$ cat src/rtl/mod_if_arbiter.sv
// ---------------------------------------------------------------------------
// mod_if_arbiter
//   Round-robin arbiter sharing one mod_if slave port between N masters.
//   Exactly one master owns the bus at a time. Its c/d outputs are muxed onto
//   the slave side. An owner that holds the bus for MAX_HOLD cycles while
//   someone else is waiting is preempted. Every tenure ends with one
//   undriven TURN cycle.
//
// Ports
//   clk      in   1        rising-edge clock
//   rst_n    in   1        asynchronous active-low reset
//   req      in   N        per-master level request
//   m_c      in   N*DW     masters' c outputs, master i at [i*DW +: DW]
//   m_d      in   N*DW     masters' d outputs, same packing
//   grant    out  N        one-hot grant, zero when the bus is unowned
//   owner    out  $clog2(N) index of current owner, 0 when not busy
//   busy     out  1        |grant
//   preempt  out  1        one-cycle pulse in the TURN cycle after a timeout
//   s_c      out  DW       owner's c slice, zero when not busy
//   s_d      out  DW       owner's d slice, zero when not busy
// ---------------------------------------------------------------------------

// Per-master slice gate: passes one master's c/d only while it owns the bus.
module mod_if_arbiter_lane #(
   parameter int OW  = 2,
   parameter int DW  = 1,
   parameter int IDX = 0
) (
   input  logic          busy,
   input  logic [OW-1:0] owner,
   input  logic [DW-1:0] c_in,
   input  logic [DW-1:0] d_in,
   output logic [DW-1:0] c_out,
   output logic [DW-1:0] d_out
);
   localparam logic [OW-1:0] MY_IDX = OW'(IDX);

   logic sel;

   assign sel   = busy && (owner == MY_IDX);
   assign c_out = sel ? c_in : '0;
   assign d_out = sel ? d_in : '0;
endmodule

module mod_if_arbiter #(
   parameter int N        = 4,
   parameter int DW       = 1,
   parameter int MAX_HOLD = 8
) (
   input  logic                 clk,
   input  logic                 rst_n,
   input  logic [N-1:0]         req,
   input  logic [N*DW-1:0]      m_c,
   input  logic [N*DW-1:0]      m_d,
   output logic [N-1:0]         grant,
   output logic [$clog2(N)-1:0] owner,
   output logic                 busy,
   output logic                 preempt,
   output logic [DW-1:0]        s_c,
   output logic [DW-1:0]        s_d
);
   localparam int OW = $clog2(N);
   localparam int HW = $clog2(MAX_HOLD);
   localparam logic [HW-1:0] HOLD_MAX = HW'(MAX_HOLD - 1);
   localparam logic [OW-1:0] LAST_RST = OW'(N - 1);

   typedef enum logic [1:0] {
      IDLE = 2'd0,
      OWN  = 2'd1,
      TURN = 2'd2
   } state_t;

   state_t        state_q, state_d;
   logic [N-1:0]  grant_q, grant_d;
   logic [OW-1:0] owner_q, owner_d;
   logic [OW-1:0] last_q, last_d;
   logic [HW-1:0] hold_cnt_q, hold_cnt_d;
   logic          preempt_q, preempt_d;
   logic [N-1:0]  req_q, req_d;

   // -------------------------------------------------------------------------
   // Request qualification. A master is eligible in IDLE only when its req is
   // high both at the arbitration edge and at the edge before it. This gives
   // the one-cycle evaluation delay for a fresh request and ignores short
   // req blips that happen while the bus is busy or turning around.
   // -------------------------------------------------------------------------
   logic [N-1:0] elig;

   assign req_d = req;
   assign elig  = req & req_q;

   // -------------------------------------------------------------------------
   // Round-robin pick. Distance 0 is the master right after last_q. The
   // smallest distance among eligible masters wins. i + N - 1 - last stays
   // non-negative because last_q <= N-1.
   // -------------------------------------------------------------------------
   logic          win_vld;
   logic [OW-1:0] win_idx;
   int            best;

   always_comb begin
      win_vld = 1'b0;
      win_idx = '0;
      best    = N;
      for (int i = 0; i < N; i++) begin
         if (elig[i] && (((i + N - 1 - int'(last_q)) % N) < best)) begin
            best    = (i + N - 1 - int'(last_q)) % N;
            win_idx = OW'(i);
            win_vld = 1'b1;
         end
      end
   end

   // -------------------------------------------------------------------------
   // Owner status.
   // -------------------------------------------------------------------------
   logic own_req;
   logic others_req;

   assign own_req    = |(req & grant_q);
   assign others_req = |(req & ~grant_q);

   // -------------------------------------------------------------------------
   // Next-state logic.
   // -------------------------------------------------------------------------
   always_comb begin
      state_d    = state_q;
      grant_d    = grant_q;
      owner_d    = owner_q;
      last_d     = last_q;
      hold_cnt_d = hold_cnt_q;
      preempt_d  = 1'b0;

      unique case (state_q)
         IDLE: begin
            if (win_vld) begin
               grant_d    = {{(N-1){1'b0}}, 1'b1} << win_idx;
               owner_d    = win_idx;
               hold_cnt_d = '0;
               state_d    = OWN;
            end
         end

         OWN: begin
            // Release wins over timeout: dropping req on the timeout edge
            // is a normal release without a preempt pulse.
            if (!own_req) begin
               grant_d = '0;
               last_d  = owner_q;
               owner_d = '0;
               state_d = TURN;
            end else if ((hold_cnt_q == HOLD_MAX) && others_req) begin
               grant_d   = '0;
               last_d    = owner_q;
               owner_d   = '0;
               preempt_d = 1'b1;
               state_d   = TURN;
            end else if (hold_cnt_q != HOLD_MAX) begin
               hold_cnt_d = hold_cnt_q + 1'b1;
            end
         end

         TURN: begin
            state_d = IDLE;
         end

         default: begin
            state_d = IDLE;
            grant_d = '0;
            owner_d = '0;
         end
      endcase
   end

   always_ff @(posedge clk or negedge rst_n) begin
      if (!rst_n) begin
         state_q    <= IDLE;
         grant_q    <= '0;
         owner_q    <= '0;
         last_q     <= LAST_RST;
         hold_cnt_q <= '0;
         preempt_q  <= 1'b0;
         req_q      <= '0;
      end else begin
         state_q    <= state_d;
         grant_q    <= grant_d;
         owner_q    <= owner_d;
         last_q     <= last_d;
         hold_cnt_q <= hold_cnt_d;
         preempt_q  <= preempt_d;
         req_q      <= req_d;
      end
   end

   assign grant   = grant_q;
   assign owner   = owner_q;
   assign busy    = |grant_q;
   assign preempt = preempt_q;

   // -------------------------------------------------------------------------
   // Datapath. This is combinational from registered owner/busy and live
   // master outputs. An async reset clears busy, so s_c/s_d go to zero at
   // once.
   // -------------------------------------------------------------------------
   logic [N-1:0][DW-1:0] lane_c;
   logic [N-1:0][DW-1:0] lane_d;

   for (genvar i = 0; i < N; i++) begin : g_lane
      mod_if_arbiter_lane #(
         .OW  (OW),
         .DW  (DW),
         .IDX (i)
      ) u_lane (
         .busy  (busy),
         .owner (owner_q),
         .c_in  (m_c[i*DW +: DW]),
         .d_in  (m_d[i*DW +: DW]),
         .c_out (lane_c[i]),
         .d_out (lane_d[i])
      );
   end

   // At most one lane is non-zero, so OR-ing the lanes acts as the mux.
   always_comb begin
      s_c = '0;
      s_d = '0;
      for (int i = 0; i < N; i++) begin
         s_c = s_c | lane_c[i];
         s_d = s_d | lane_d[i];
      end
   end
endmodule

$ cat config.mk
export PLATFORM = sky130hd
export DESIGN_NAME = mod_if_arbiter
export DESIGN_NICKNAME = d
export VERILOG_FILES = /design/src/rtl/mod_if_arbiter.sv
export SDC_FILE = /design/constraint.sdc
export NUM_CORES = 1
export LEC_CHECK = 0
export CELL_PAD_IN_SITES_DETAIL_PLACEMENT = 0
export CELL_PAD_IN_SITES_GLOBAL_PLACEMENT = 1
export CORE_MARGIN = 5
export CORE_UTILIZATION = 40
export CTS_BUF_LIST = sky130_fd_sc_hd__clkbuf_8
export DETAILED_ROUTE_END_ITERATION = 6
export PLACE_DENSITY = 0.93
export SETUP_SLACK_MARGIN = 0.1
export SLEW_MARGIN = 10
export SYNTH_ARGS = -nofsm -noshare
export SYNTH_HDL_FRONTEND = slang
export SYNTH_HIERARCHICAL = 1
export SYNTH_SLANG_ARGS = --single-unit
$ cat constraint.sdc
create_clock -name clk -period 4.92 [get_ports clk]
set_input_delay 0.984 -clock clk [delete_from_list [all_inputs] [get_ports clk]]
set_output_delay 0.984 -clock clk [all_outputs]
set_load 0.005 [all_outputs]
==> summary.md, run 1 <==
| Metric | Value |
|---|---|
| Worst slew pin tran | `0.8132 ns` |
| WS Path Type | `in2reg` |
| Max Clk Rate | `220.1 MHz` |
| CORE AREA | `0.002686 sq mm` |
| VDD IR max | `0.0002891 V` |
| CTS clk-pin slew, worst paths | `0.07 ns` |
| ANT nets after route | `0` |
| Final hold violations | `0` |
| Routed vias/inst | `5.766` |
| Dpl hpwl | `1974 um` |
| Met3 wire length | `137 um` |
| Uppermost routed layer | `met4` |
| Initial antenna violation count | `0` |
| All-Layer GR Usage | `13.27%` |
| Pleak | `0.6582 nW` |
| ANT cells | `0` |
| Io pins | `24` |
| Final net count | `156` |
| CP Capture Type | `flip-flop` |
| Clk_lat worst skew | `0.25 ns` |
| Core Util, Final | `54.87%` |
| Vias in the first global route | `935` |
| Final number of setup-violating endpoints | `0` |
| Design area | `0.001474 sq mm` |
| Yosys reg bits | `18` |
| Avg Cell Area, Syn | `10.33 sq um` |
| Area Growth Syn to Fin | `34.63%` |
| Pwr Density | `493.5 mW/mm^2` |
| Crit Path Max Fanout | `3` |
| WHS | `0.5059 ns` |
| Chip height | `62.32 um` |
| Total length of routed wires | `2559 um` |
| Drt wl/cell | `15.32 um` |
| Syn_nets | `125` |
| Die Wd | `62.32 um` |
| RSZ-0062 raised after global routing | `false` |
| IO buf count | `23` |
| Slew Viols, Final | `0` |
| Cell Rows | `19` |
| Slew HR | `45.62%` |
| Synth unique cells | `37` |
| CP startpoint kind | `input port` |
| GRT Residual Overflow | `0` |
| Largest net degree at the start of global routing | `19` |
| Register area share after synthesis | `41.37%` |
| Final TNS setup | `0 ns` |
| WL met1 | `1126 um` |
| DR pass1 iterations | `4` |
| Hold WC Path Type | `reg2reg` |
| CP Data Required Time | `5.11 ns` |
| Post-synthesis async set-or-reset flop share | `100.0%` |
| Final worst path period need | `4.544 ns` |
| Die area | `0.003883 sq mm` |
| Mapped Area | `0.001095 sq mm` |
| Drt drc | `0` |
| Clock Path Buffers | `2` |
| Period utilization | `92.36%` |
| Synth warnings | `6` |
| Share of post-route cells with drive strength above 1 | `16.18%` |
| Number of flops mapped to enable cells by yosys | `0` |
| Syn Inst Count | `106` |
| Vias | `963` |
| Global-route wire length before repair | `4284 um` |
| Clk sink count | `18` |
| Drt first-iter violations | `69` |
| Max-cap viol count | `0` |
| Outcome | `completed` |
| Root buffer cell | `clkbuf_8` |
| CTS tree | `yes` |
| Predominant post-synthesis flop cell | `dfrtp_1` |
| Initial cell density of the core | `40.75%` |
| H-tree lvl count | `1` |
| Number of post-CTS setup repair buffers | `0` |
| Met2 WL post-DR | `1275 um` |
| CTS Buf Count | `3` |
| Skew final | `0.001300 ns` |
| Final Power | `0.7273 mW` |
| Placed cell area | `0.001386 sq mm` |
| Worst EP arrival | `4.74 ns` |
| GP Congestion | `0.8102` |
[cell usage after synthesis (3+ instances only)]
library cell,instances,area [sq um]
inv_1,5,18.77
dfrtp_1,16,400.4
and4b_1,4,40.04
nor2_1,4,15.01
mux2i_1,3,30.03
nor2b_1,3,18.77
nand2b_1,4,25.02
o21ai_0,7,35.03
ha_1,5,62.56
nand2_1,14,52.55
or4_1,3,22.52
a21oi_1,5,25.02
[worst paths after layout]
kind | from | to | slack (ns) | cells after the start
max | req[0] | owner[0]$_DFFE_PN0P_ | 0.38 | 17
min | hold_cnt_q[0]$_DFFE_PN0P_ | hold_cnt_q[0]$_DFFE_PN0P_ | 0.51 | 1
max reg2reg | last_q[0]$_DFFE_PN1P_ | owner[0]$_DFFE_PN0P_ | 0.87 | 18
min reg2reg | hold_cnt_q[0]$_DFFE_PN0P_ | hold_cnt_q[0]$_DFFE_PN0P_ | 0.51 | 1
max in group asynchronous | rst_n | preempt$_DFF_PN0_ | 3.22 | 1
min in group asynchronous | rst_n | state_q[0]$_DFFE_PN0P_ | 1.20 | 1
[layout make-up]
cell class,count,area (sq um)
sequential,18,452.9
fill,245,1212
timing repair buffer,26,252.7
multi-input combinational,83,655.6
clock buffer,4,55.05
tap,31,38.79
inverter,5,18.77
[routing by layer]
layer | GRT usage (%) | vias to the layer above
met2 | 21.76 | 23
met4 | 2.387 | 0
li1 | - | 465
met5 | 0 | -
met3 | 3.964 | 4
met1 | 17.40 | 471
[worst max-delay path, cell delays in order]
cell and delay [ns]:
clkdlybuf4s50_1 0.48, nand3_1 0.10, ha_1 0.31, a21oi_1 0.07
o21ai_0 0.29, o21ai_0 0.16, ha_1 0.21, nand2b_1 0.14
a221oi_1 0.27, a21oi_1 0.10, mux2_2 0.29, ha_1 0.31
nor4bb_4 0.31, a31oi_2 0.11, nor2b_4 0.18, a221oi_4 0.26
a221o_1 0.15
[cells in the final DEF, fill, tap and decap left out, types with 2 or more instances in the layout]
cell	n
a21o_1	2
a21oi_1	5
a22o_1	2
and4_1	2
and4b_1	4
and4bb_2	2
buf_4	3
clkbuf_8	4
clkdlybuf4s50_1	23
dfrtp_1	16
dfstp_2	2
ha_1	5
inv_1	5
mux2_2	2
mux2i_1	3
nand2_1	14
nand2b_1	4
nand3_1	2
nor2_1	4
nor2b_1	3
o21ai_0	7
or4_1	3
[where the power goes]
part / switching (mW) / internal (mW)
Clock: 0.0486 / 0.0711
Sequential: 0.0552 / 0.190
Combinational: 0.165 / 0.197
[state kept, by name, indices dropped and copies added, names as in the netlist]
register and cells:
grant 4, req_q 4, hold_cnt_q 3, last_q 2, owner 2, state_q 2, preempt 1
[cells by family (layout without fill, tap and decap cells)]
family | count (synthesis) | in the layout | synth area share, %
AO/OA/AOI/OAI | 26 | 26 | 18.74
buffers and inverters | 5 | 35 | 1.714
flip-flops | 18 | 18 | 41.37
multiplexers | 5 | 5 | 4.800
adder cells (fa/ha/maj) | 5 | 5 | 5.714
XOR/XNOR | 1 | 1 | 0.8001
AND/OR/NAND/NOR | 46 | 46 | 26.86
[metrics by stage]
step                      instances  worst slack (ns)
after floorplan                 106            0.6994
after global placement          163            0.2141
after detailed placement        163           0.06503
after CTS                       167            0.3202
after global routing            167            0.1466
final                           167            0.3757
[repair_timing]
item,4_1_cts,5_1_grt
endpoints found under the setup margin,0,2
hold buffers,0,0
resized for setup,0,4
(Power assumes the default switching activity.)
==> run 2, diff against run 1 <==
Settings changed: SKIP_CTS_REPAIR_TIMING set to 1.
==> results of run 2 <==
No change in the layout: final DEF, timing and power equal those of run 1.
==> run 3, diff against run 2 <==
Settings changed: CORE_MARGIN 5 to 2, GPL_ROUTABILITY_DRIVEN set to 1.
==> summary.md, run 3 (synthesized netlist as in run 1, its figures left out) <==
| Metric | Value |
|---|---|
| Outcome | `completed` |
| CTS tree | `yes` |
| Grt met3 use | `2.995%` |
| ANT cells | `0` |
| Crit Path Max Fanout | `3` |
| Worst R2R Path Depth | `18` |
| GR Util met2 | `30.08%` |
| GRT Residual Overflow | `0` |
| Clk sink count | `18` |
| Drt first-iter violations | `24` |
| Period utilization | `91.00%` |
| WS Path Type | `in2reg` |
| Max Clk Rate | `223.4 MHz` |
| Die Wd | `56.32 um` |
| Root buffer cell | `clkbuf_8` |
| WHS Endpoint | `hold_cnt_q[0]$_DFFE_PN0P_` |
| Worst path slowest cell | `clkdlybuf4s50_1` |
| Buffers & Inverters on Critical Path | `1` |
| Die area | `0.003171 sq mm` |
| Worst Hold Launch | `hold_cnt_q[0]$_DFFE_PN0P_` |
| Clk_lat worst skew | `0.25 ns` |
| Final hold violations | `0` |
| Cell Rows | `18` |
| Worst Slack Setup Final | `0.4428 ns` |
| Total length of routed wires | `2397 um` |
| Slew Viols, Final | `0` |
| CP Data Required Time | `5.11 ns` |
| Final TNS setup | `0 ns` |
| Clock Path Buffers | `2` |
| Drt drc | `0` |
| Routed vias/inst | `5.807` |
| Global-route wire length before repair | `4222 um` |
| Dpl hpwl | `1875 um` |
| Initial cell density of the core | `43.02%` |
| Cell mode on critical path | `ha_1` |
| VDD IR max | `0.0002830 V` |
| DP Worst Slack | `0.02756 ns` |
| Hold WC Path Type | `reg2reg` |
| Pleak | `0.6505 nW` |
| Vias | `964` |
| Worst EP arrival | `4.67 ns` |
| Fill cells | `236` |
| Drt wl/cell | `14.44 um` |
| Final net count | `156` |
| RR Startpoint | `last_q[0]$_DFFE_PN1P_` |
| CTS clk-pin slew, worst paths | `0.07 ns` |
| Worst slew pin tran | `0.7661 ns` |
| Critical Path, Cell by Cell | `clkdlybuf4s50_1 -> nand3_1 -> ha_1 -> a21oi_1 -> o21ai_1 -> nand2_1 -> o21ai_1 -> ha_1 -> nand2b_1 -> a221oi_2 -> a21oi_1 -> mux2_2 -> ha_1 -> nor4bb_2 -> a31oi_1 -> nor2b_4 -> a221oi_4 -> a221o_1` |
| Slew HR | `48.77%` |
| CP startpoint kind | `input port` |
| Area Growth Syn to Fin | `32.80%` |
| Hold path depth | `1` |
| CP Capture Type | `flip-flop` |
| Levels on crit path | `18` |
| Final worst path period need | `4.477 ns` |
| H-tree lvl count | `1` |
| Vias in the first global route | `973` |
| Final number of setup-violating endpoints | `0` |
| Setup slack, reg-to-reg | `0.86 ns` |
| GR peak layer | `met2` |
| CTS Buf Count | `3` |
| Max incr delay on CP | `0.47 ns` |
| Final Power | `0.6929 mW` |
| Chip height | `56.32 um` |
| Skew final | `0.003785 ns` |
| Worst R2R End | `owner[0]$_DFFE_PN0P_` |
| CP top delay family | `compound AO/OA/AOI/OAI gates` |
| Most frequent cells in the layout | `clkdlybuf4s50_1 (23), dfrtp_1 (16), nand2_1 (14)` |
| Max-cap viol count | `0` |
| Io pins | `24` |
| ANT nets after route | `0` |
| Share of post-route cells with drive strength above 1 | `15.44%` |
| GP Congestion | `0.7980` |
| Largest net degree at the start of global routing | `19` |
| CORE AREA | `0.002545 sq mm` |
| Global routing met1 resource utilization | `18.98%` |
| DR pass1 iterations | `4` |
| Most common cell after layout, fill and taps aside | `clkdlybuf4s50_1` |
| All-Layer GR Usage | `16.28%` |
| RSZ-0062 raised after global routing | `false` |
| Pwr Density | `476.6 mW/mm^2` |
| IO buf count | `23` |
| Initial antenna violation count | `0` |
## run 3: cell count changes in the layout (fill, tap and decap cells not counted), sizes merged
cell    delta
clkbuf     -1
inv        +1
## run 3: stage by stage
stage / hold slack (ns) / area [sq um] / cells / utilization [%]
floorplan: 0.4550 / 1095 / 106 / -
global placement: 0.4672 / 1385 / 162 / 54.42
detailed placement: 0.4883 / 1385 / 162 / 54.42
CTS: 0.4995 / 1430 / 166 / 56.19
global route: 0.5428 / 1454 / 166 / 57.13
finish: 0.4930 / 1454 / 166 / 57.13
## run 3: worst max-delay path by stage
stage,startpoint,end,slack [ns]
final,req[0],owner[0]$_DFFE_PN0P_,0.44
after global routing,req[0],owner[0]$_DFFE_PN0P_,0.14
after CTS,req[0],owner[0]$_DFFE_PN0P_,0.27
after detailed placement,req[0],owner[0]$_DFFE_PN0P_,0.03
after global placement,req[0],owner[0]$_DFFE_PN0P_,0.27
after floorplan,req[0],owner[0]$_DFFE_PN0P_,0.70
## run 3: report_power, final
| part | total (mW) | internal [mW] | switching, mW |
|---|---|---|---|
| clock network | 0.101 | 0.0552 | 0.0461 |
| logic | 0.351 | 0.191 | 0.161 |
| registers | 0.240 | 0.190 | 0.0504 |
## run 3: worst register-to-register path, stage by stage, from the launching register on
cell,delay (ns)
dfstp_2,0.59
xnor2_1,0.18
inv_1,0.11
ha_1,0.31
a21oi_1,0.17
o21ai_1,0.12
nand2_1,0.09
o21ai_1,0.08
ha_1,0.21
nand2b_1,0.17
a221oi_2,0.25
a21oi_1,0.09
mux2_2,0.29
ha_1,0.28
nor4bb_2,0.31
a31oi_1,0.16
nor2b_4,0.20
a221oi_4,0.26
a221o_1,0.14
## run 3: final cells by class
type | count | area [sq um] | area share, %
multi-input cells | 83 | 646.9 | 44.49
flip-flops and latches | 18 | 452.9 | 31.15
repair buffers | 26 | 252.7 | 17.38
clock buffers | 3 | 41.29 | 2.840
well taps | 30 | 37.54 | 2.582
inverters | 5 | 18.77 | 1.291
clock inverters | 1 | 3.754 | 0.2582
## run 3: per-layer routing
| layer | wire [um] | up-vias |
|---|---|---|
| li1 | - | 462 |
| met1 | 1077 | 464 |
| met2 | 1161 | 36 |
| met3 | 142 | 2 |
| met4 | 16 | 0 |
| met5 | 0 | - |
